--- config.mk ---
export PLATFORM = sky130hd
export DESIGN_NAME = y_serial_adder
export DESIGN_NICKNAME = d
export VERILOG_FILES = /design/src/rtl/y_serial_adder.sv
export SDC_FILE = /design/constraint.sdc
export NUM_CORES = 1
export LEC_CHECK = 0
export ABC_AREA = 0
export CAP_MARGIN = 20
export CORE_MARGIN = 2
export CORE_UTILIZATION = 50
export DETAILED_ROUTE_END_ITERATION = 8
export PLACE_DENSITY = 0.79
export SYNTH_ARGS = -nofsm -noshare
export SYNTH_HDL_FRONTEND = slang
export SYNTH_SLANG_ARGS = --single-unit
--- constraint.sdc ---
create_clock -name clk -period 9.7 [get_ports clk]
set_clock_uncertainty 0.1 [all_clocks]
set_input_delay 1.94 -clock clk [delete_from_list [all_inputs] [get_ports clk]]
set_output_delay 1.94 -clock clk [all_outputs]
set_load 0.03 [all_outputs]
--- src/rtl/y_serial_adder.sv ---
// Multi-cycle N-bit adder/subtractor that retires SLICE bits per clock, LSB first,
// behind a start/ready/done handshake. Provides subtract mode and signed overflow.
module y_serial_adder #(
    parameter int WIDTH = 32,
    parameter int SLICE = 1
) (
    input  logic             clk,
    input  logic             rst,
    input  logic             start,
    input  logic [WIDTH-1:0] a,
    input  logic [WIDTH-1:0] b,
    input  logic             cin,
    input  logic             sub,
    output logic             ready,
    output logic             done,
    output logic [WIDTH-1:0] z,
    output logic             cout,
    output logic             ovf
);

    localparam int N  = WIDTH / SLICE;
    localparam int CW = (N > 1) ? $clog2(N) : 1;
    localparam logic [CW-1:0] LAST = CW'(N - 1);

    localparam logic [1:0] S_IDLE = 2'd0;
    localparam logic [1:0] S_RUN  = 2'd1;
    localparam logic [1:0] S_DONE = 2'd2;

    if (WIDTH < 1 || SLICE < 1 || (WIDTH % SLICE) != 0) begin : g_bad_params
        $error("y_serial_adder: WIDTH must be >= 1 and a multiple of SLICE");
    end

    function automatic logic [1:0] full_add(input logic x, input logic y, input logic c);
        return {(x & y) | (x & c) | (y & c), x ^ y ^ c};
    endfunction

    logic [1:0]       state_q, state_d;
    logic [WIDTH-1:0] a_q, a_d;
    logic [WIDTH-1:0] b_q, b_d;
    logic [WIDTH-1:0] z_q, z_d;
    logic [CW-1:0]    cnt_q, cnt_d;
    logic             carry_q, carry_d;
    logic             cout_q, cout_d;
    logic             ovf_q, ovf_d;
    logic             ready_q, ready_d;
    logic             done_q, done_d;

    logic [SLICE-1:0] sum_s;
    logic             c_out_s;
    logic             c_msb_in_s;

    // Ripple through the current slice; operands are shifted so the slice is always the low bits.
    always_comb begin
        logic             c;
        logic             c_prev;
        logic [SLICE-1:0] s;
        logic [1:0]       r;
        c      = carry_q;
        c_prev = carry_q;
        s      = '0;
        for (int i = 0; i < SLICE; i++) begin
            c_prev = c;
            r      = full_add(a_q[i], b_q[i], c);
            s[i]   = r[0];
            c      = r[1];
        end
        sum_s      = s;
        c_out_s    = c;
        c_msb_in_s = c_prev;
    end

    // Handshake FSM and datapath next-state.
    always_comb begin
        state_d = state_q;
        a_d     = a_q;
        b_d     = b_q;
        z_d     = z_q;
        cnt_d   = cnt_q;
        carry_d = carry_q;
        cout_d  = cout_q;
        ovf_d   = ovf_q;
        case (state_q)
            S_IDLE, S_DONE: begin
                if (start) begin
                    a_d     = a;
                    b_d     = b ^ {WIDTH{sub}};
                    carry_d = sub ? 1'b1 : cin;
                    cnt_d   = '0;
                    state_d = S_RUN;
                end else begin
                    state_d = S_IDLE;
                end
            end
            S_RUN: begin
                a_d     = a_q >> SLICE;
                b_d     = b_q >> SLICE;
                carry_d = c_out_s;
                // New slice enters at the top; after N slices z is in natural order.
                z_d     = (z_q >> SLICE) | (WIDTH'(sum_s) << (WIDTH - SLICE));
                if (cnt_q == LAST) begin
                    cout_d  = c_out_s;
                    ovf_d   = c_msb_in_s ^ c_out_s;
                    state_d = S_DONE;
                end else begin
                    cnt_d   = cnt_q + CW'(1);
                    state_d = S_RUN;
                end
            end
            default: begin
                state_d = S_IDLE;
            end
        endcase
        ready_d = (state_d != S_RUN);
        done_d  = (state_d == S_DONE);
    end

    // State and output registers.
    always_ff @(posedge clk or posedge rst) begin
        if (rst) begin
            state_q <= S_IDLE;
            a_q     <= '0;
            b_q     <= '0;
            z_q     <= '0;
            cnt_q   <= '0;
            carry_q <= 1'b0;
            cout_q  <= 1'b0;
            ovf_q   <= 1'b0;
            ready_q <= 1'b1;
            done_q  <= 1'b0;
        end else begin
            state_q <= state_d;
            a_q     <= a_d;
            b_q     <= b_d;
            z_q     <= z_d;
            cnt_q   <= cnt_d;
            carry_q <= carry_d;
            cout_q  <= cout_d;
            ovf_q   <= ovf_d;
            ready_q <= ready_d;
            done_q  <= done_d;
        end
    end

    assign ready = ready_q;
    assign done  = done_q;
    assign z     = z_q;
    assign cout  = cout_q;
    assign ovf   = ovf_q;

endmodule
==> impl_metrics.ini, run 1 <==
[outcome]
status = complete, no violations

[routing]
route.detailed.drc = 0
dr_total_vias = 3130
postRouteAntennaNets = 0
routed_wl_mm = 8.90
avgViaCountPerCell = 5.51
firstDrtPassIters = 4
wire_per_inst_um = 15.7
drt_iter0_markers = 116

[synthesis]
synth_top_family_by_area = compound AO/OA/AOI/OAI gates
yosysWarnings = 0
synthSimpleGateAreaFrac_pct = 4.56
synth_compound_area_share_pct = 18.4
synth_edf_count = 0
synthFlopType = dfrtp_1
async_reset_ff_share_pct = 100
synth_fp_nets = 434
seq_area_frac_synth_pct = 57.6
synthMuxAreaShare_pct = 8.58
synthCells = 362
synth_xor_area_share_pct = 6.16
synth_area_per_cell_um2 = 13.0
synthDistinctLibCells = 26
synth_area_um2 = 4690
synth_fa_ha_area_share_pct = 0.959
synth_seq_cells = 108

[hold_path]
hold_path_end = cnt_q[3]$_DFFE_PP0P_
hold_class = reg2reg
hold_path.startpoint = cnt_q[3]$_DFFE_PP0P_
hold_depth = 1

[setup_path]
r2r_start = state_q[0]$_DFF_PP0_
endpoint_kind = flop
required_ps = 9900
startpoint_type = input pin
critPathKind = in2reg
rr_endpoint = cout$_DFFE_PP0P_
critPathMaxFanout = 35
r2r_slack_ps = 7430
worst_r2r_path_depth = 4
worstPathArrival_ps = 4060

[layout]
syn_to_final_growth_pct = 27.4
stdcell_area_um2 = 5980
n_antenna_cell = 0
final_nets = 524
layout-drive-gt1-share_pct = 13.3
fillers = 713

[global_routing]
grt_antenna_before_repair = 0
grt_use_total_pct = 18.1
grt_pass1_vias = 3043
grt_pass1_wl_mm = 14.6
grt_max_degree = 99
grt.overflow.total = 0

[clock_tree]
cts_tree = built
ctsHoldBuffers = 0
path_clk_slew_ps = 100
clk_path_buf_depth = 2
post_cts_buffers = 0
cts_max_level = 3
cts_made_buffers = 9
clkSinkCount = 108
insertion_delay_ps = 360
cts-root-buf = clkbuf_8
ctsResizeCount = 0

[die]
placeableCoreArea_um2 = 9150
dieWidth_um = 101
dieHeight_um = 101
fp.dieArea_um2 = 10200
rows = 35
ios = 105
start_util_pct = 51.3

[job]
drv_cap = 0

[timing]
min_period_ps = 3860
clock.fmax_mhz = 259
slew_viol_final = 0
worst_pin_slew_ps = 1030
finalHoldViolCount = 0
min_period_over_period_pct = 39.8
max_slew_margin_pct = 31.1
rsz0062_at_grt = no
whs_ps = 370
setup-violations-final = 0
finalSetupTns_ps = 0

[place]
gp_congestion = 0.754
place.port_buffers = 104
placed_cell_area_um2 = 5760
place_hpwl_mm = 5.97

[power]
ir_drop_uv = 132
p_leak_nw = 2.78
pwr_density_cell_nw_per_um2 = 331
-- worst max path at each step --
stage	startpoint	end	cells past startpoint
floorplan	rst	a_q[0]$_DFFE_PP0P_	1
global placement	start	b_q[7]$_DFFE_PP0P_	6
detailed placement	start	b_q[1]$_DFFE_PP0P_	6
CTS	start	b_q[5]$_DFFE_PP0P_	6
global route	start	b_q[2]$_DFFE_PP0P_	6
finish	start	b_q[5]$_DFFE_PP0P_	6
-- cells in the mapped netlist, types with 2 or more instances --
library cell	number	share of area, %
a21o_1	31	5.0
a21oi_1	2	0.21
a221o_1	32	6.8
a22o_1	33	6.2
and2_1	2	0.27
buf_2	19	2.0
buf_6	4	0.96
clkbuf_1	6	0.48
dfrtp_1	107	57
ha_1	2	0.53
inv_1	2	0.16
mux2_2	34	8.2
mux2i_1	2	0.43
nand2_1	7	0.56
nor2_1	35	2.8
nor2b_1	2	0.27
o21ai_0	2	0.21
xnor2_1	32	6.0
-- layout by cell type (no fill, tap or decap), types with 2 or more instances in the layout --
cell type	netlist	layout
dfrtp_1	107	107
clkdlybuf4s50_1	0	103
mux2_2	34	34
nor2_1	35	34
a22o_1	33	33
xnor2_1	32	32
a221o_1	32	32
a21o_1	31	31
clkbuf_8	0	9
nand2_1	7	7
buf_4	1	5
mux2i_1	2	2
and2_1	2	2
a21oi_1	2	2
o21ai_0	2	2
ha_1	2	2
bufinv_16	0	2
-- per-stage QoR --
step	util [%]	std cells	setup WS (ps)	total power (W)
floorplan	-	362	4820	0.00142
global placement	62.9	552	5490	0.00166
detailed placement	62.9	552	5450	0.00170
CTS	65.3	568	5830	0.00200
global route	65.3	568	5740	0.00210
finish	65.3	568	5840	0.00198
-- sequential cells by signal (all words and copies together) (netlist names) --
register	flops
a_q	32
ovf	1
ready	1
b_q	32
cnt_q	5
z	32
state_q	2
done	1
cout	1
c_msb_in_s	1
-- report_power, final --
group | switching, W | internal (W) | total [W]
Clock | 0.000152 | 0.000149 | 0.000301
Sequential | 0.000138 | 0.000666 | 0.000804
Combinational | 0.000419 | 0.000455 | 0.000874
-- final cells by class --
class / count / area [um^2] / share of cell area (%)
multi-input combinational: 222 / 1830 / 30.6
inverter: 2 / 10.0 / 0.167
sequential: 108 / 2700 / 45.2
tap: 111 / 139 / 2.32
clock buffer: 10 / 128 / 2.13
clock inverter: 6 / 96.3 / 1.61
timing repair buffer: 109 / 1070 / 17.9
-- layer usage --
| layer | track usage, % | vias to the layer above | wire [um] |
|---|---|---|---|
| met2 | 28.7 | 91 | 4170 |
| met5 | 0 | - | 0 |
| li1 | - | 1494 | - |
| met1 | 25.6 | 1535 | 4210 |
| met3 | 2.84 | 10 | 398 |
| met4 | 6.44 | 0 | 117 |
-- worst max-delay path, stage by stage --
cell and delay [ps]:
clkdlybuf4s50_1 440, nor2b_2 160, buf_4 250, nor2_4 600, buf_4 450, a221o_1 210
-- cell families after synthesis --
logic type | after synthesis
adder cells (fa/ha/maj) | 3
AND/OR/NAND/NOR | 50
AO/OA/AOI/OAI | 100
XOR/XNOR | 33
buffers and inverters | 32
flip-flops | 108
multiplexers | 36
Power figures use the tool's default switching activity.
==> inputs of run 2 (changes only) <==
--- a/config.mk
+++ b/config.mk
@@ -8,9 +8,9 @@
 export ABC_AREA = 0
 export CAP_MARGIN = 20
 export CORE_MARGIN = 2
-export CORE_UTILIZATION = 50
+export CORE_UTILIZATION = 45
 export DETAILED_ROUTE_END_ITERATION = 8
-export PLACE_DENSITY = 0.79
+export PLACE_DENSITY = 0.75
 export SYNTH_ARGS = -nofsm -noshare
 export SYNTH_HDL_FRONTEND = slang
 export SYNTH_SLANG_ARGS = --single-unit
==> constraint.sdc (replaced) <==
create_clock -name clk -period 3.3 [get_ports clk]
set_clock_uncertainty 0.1 [all_clocks]
set_input_delay 0.66 -clock clk [delete_from_list [all_inputs] [get_ports clk]]
set_output_delay 0.66 -clock clk [all_outputs]
set_load 0.03 [all_outputs]
==> impl_metrics.ini, run 2 (same netlist as run 1, synthesis figures left out) <==
[die]
rows = 37
fp.dieArea_um2 = 11300
placeableCoreArea_um2 = 10200
start_util_pct = 45.9
ios = 105
dieHeight_um = 106
dieWidth_um = 106

[clock_tree]
post_cts_buffers = 0
clk_path_buf_depth = 2
cts_tree = built
clkSinkCount = 108
ctsHoldBuffers = 0
cts_made_buffers = 9
cts_max_level = 3
ctsResizeCount = 0
insertion_delay_ps = 360
path_clk_slew_ps = 90
cts-root-buf = clkbuf_8

[routing]
dr_total_vias = 3076
routed_wl_mm = 8.85
wire_per_inst_um = 14.9
route.detailed.drc = 0
drt_iter0_markers = 199
postRouteAntennaNets = 0
avgViaCountPerCell = 5.17
firstDrtPassIters = 5

[global_routing]
grt_pass1_wl_mm = 14.9
grt.overflow.total = 0
grt_pass1_vias = 3079
grt_max_degree = 66
grt_use_total_pct = 16.7
grt_antenna_before_repair = 0

[place]
dp_slack_ps = 938
place_hpwl_mm = 6.22
place.port_buffers = 104
gp_congestion = 0.663

[timing]
worst_slack_ps = 994
min_period_over_period_pct = 69.9
worst_pin_slew_ps = 845
clock.fmax_mhz = 434
rsz0062_at_grt = no
min_period_ps = 2310
max_slew_margin_pct = 43.7
setup-violations-final = 0
finalHoldViolCount = 0
finalSetupTns_ps = 0
whs_ps = 378
slew_viol_final = 0

[outcome]
status = complete, no violations

[setup_path]
rr_endpoint = cnt_q[0]$_DFFE_PP0P_
startpoint_type = flop
crit_slowest_cell = clkdlybuf4s50_1
worstPathArrival_ps = 1550
critPathMaxFanout = 1
r2r_slack_ps = 1270
r2r_start = cnt_q[0]$_DFFE_PP0P_
required_ps = 2540
critPathBufInv = 1
worst_r2r_path_depth = 6
critPathKind = reg2out
cp_top_family = buffers and inverters
path_cells = clkdlybuf4s50_1
slowest_delay_ps = 660
endpoint_kind = output port

[hold_path]
hold_class = reg2reg
hold_path.startpoint = cnt_q[3]$_DFFE_PP0P_
hold_path_end = cnt_q[3]$_DFFE_PP0P_
hold_depth = 1

[power]
power.total_w = 0.00582
pwr_density_cell_nw_per_um2 = 962
clkPwrFrac_pct = 15.2
ir_drop_uv = 459
p_seq_share_pct = 40.4
p_sw_share_pct = 35.5
p_leak_nw = 2.79
p_sw_w = 0.00207
p_int_w = 0.00375
p_comb_share_pct = 44.3

[layout]
final_common_cell = dfrtp_1
final_cell_mix = 107 x dfrtp_1, 103 x clkdlybuf4s50_1, 34 x mux2_2, 34 x nor2_1, 33 x a22o_1
postLayoutCoreUtil_pct = 59.1
syn_to_final_growth_pct = 28.8
final_nets = 526
n_antenna_cell = 0
layout-drive-gt1-share_pct = 13.9

[job]
drv_cap = 0
## run 2: changes by cell type in the layout (fill, tap and decap cells not counted)
cell / delta
clkbuf_1: -1
clkinvlp_4: +1
buf_12: +1
clkbuf_8: +1
inv_8: -1
inv_6: +1
buf_4: +1
inv_4: -1
## run 2: routing by layer
layer  global-route usage (%)  part of all wire, %  up-vias
met3                     2.70                  4.7        9
met2                     25.8                   46      101
li1                         -                    -     1496
met5                        0                    0        -
met4                     5.36                  1.2        0
met1                     24.2                   48     1470
## run 2: final cells by class
type,count,area (um^2)
Clock inverter,6,93.8
Multi-Input combinational cell,222,1830
Timing Repair Buffer,111,1100
Tap cell,136,170
Fill cell,860,4180
Sequential cell,108,2700
Clock buffer,10,138
Inverter,2,11.3
## run 2: worst reg2reg max path, cell delays in order, from the launching register on
cell	delay, ps
dfrtp_1	420
ha_1	220
and3_1	170
ha_1	220
nor3b_2	400
nor2_1	130
mux2_2	280
## run 2: how the worst max path moves through the flow
stage | start | end | slack (ps) | cells past startpoint
after global placement | start | cnt_q[0]$_DFFE_PP0P_ | 960 | 5
after floorplan | rst | a_q[0]$_DFFE_PP0P_ | 1240 | 1
final | ready$_DFF_PP1_ | ready | 990 | 1
after detailed placement | start | cnt_q[0]$_DFFE_PP0P_ | 940 | 5
after global routing | ready$_DFF_PP1_ | ready | 960 | 1
after CTS | ready$_DFF_PP1_ | ready | 970 | 1
## run 2: per-stage QoR
step,std cells,cell area (um^2)
CTS,595,6050
floorplan,362,4700
global route,595,6050
global placement,579,5820
detailed placement,579,5820
finish,595,6050
## run 2: power by group through the flow
stage               Sequential (W)  Combinational [W]  Clock, W
finish                     0.00235            0.00258  0.000887
global route               0.00244            0.00280  0.000970
detailed placement         0.00237            0.00262         0
global placement           0.00235            0.00253         0
CTS                        0.00236            0.00261  0.000911
floorplan                  0.00271            0.00147         0
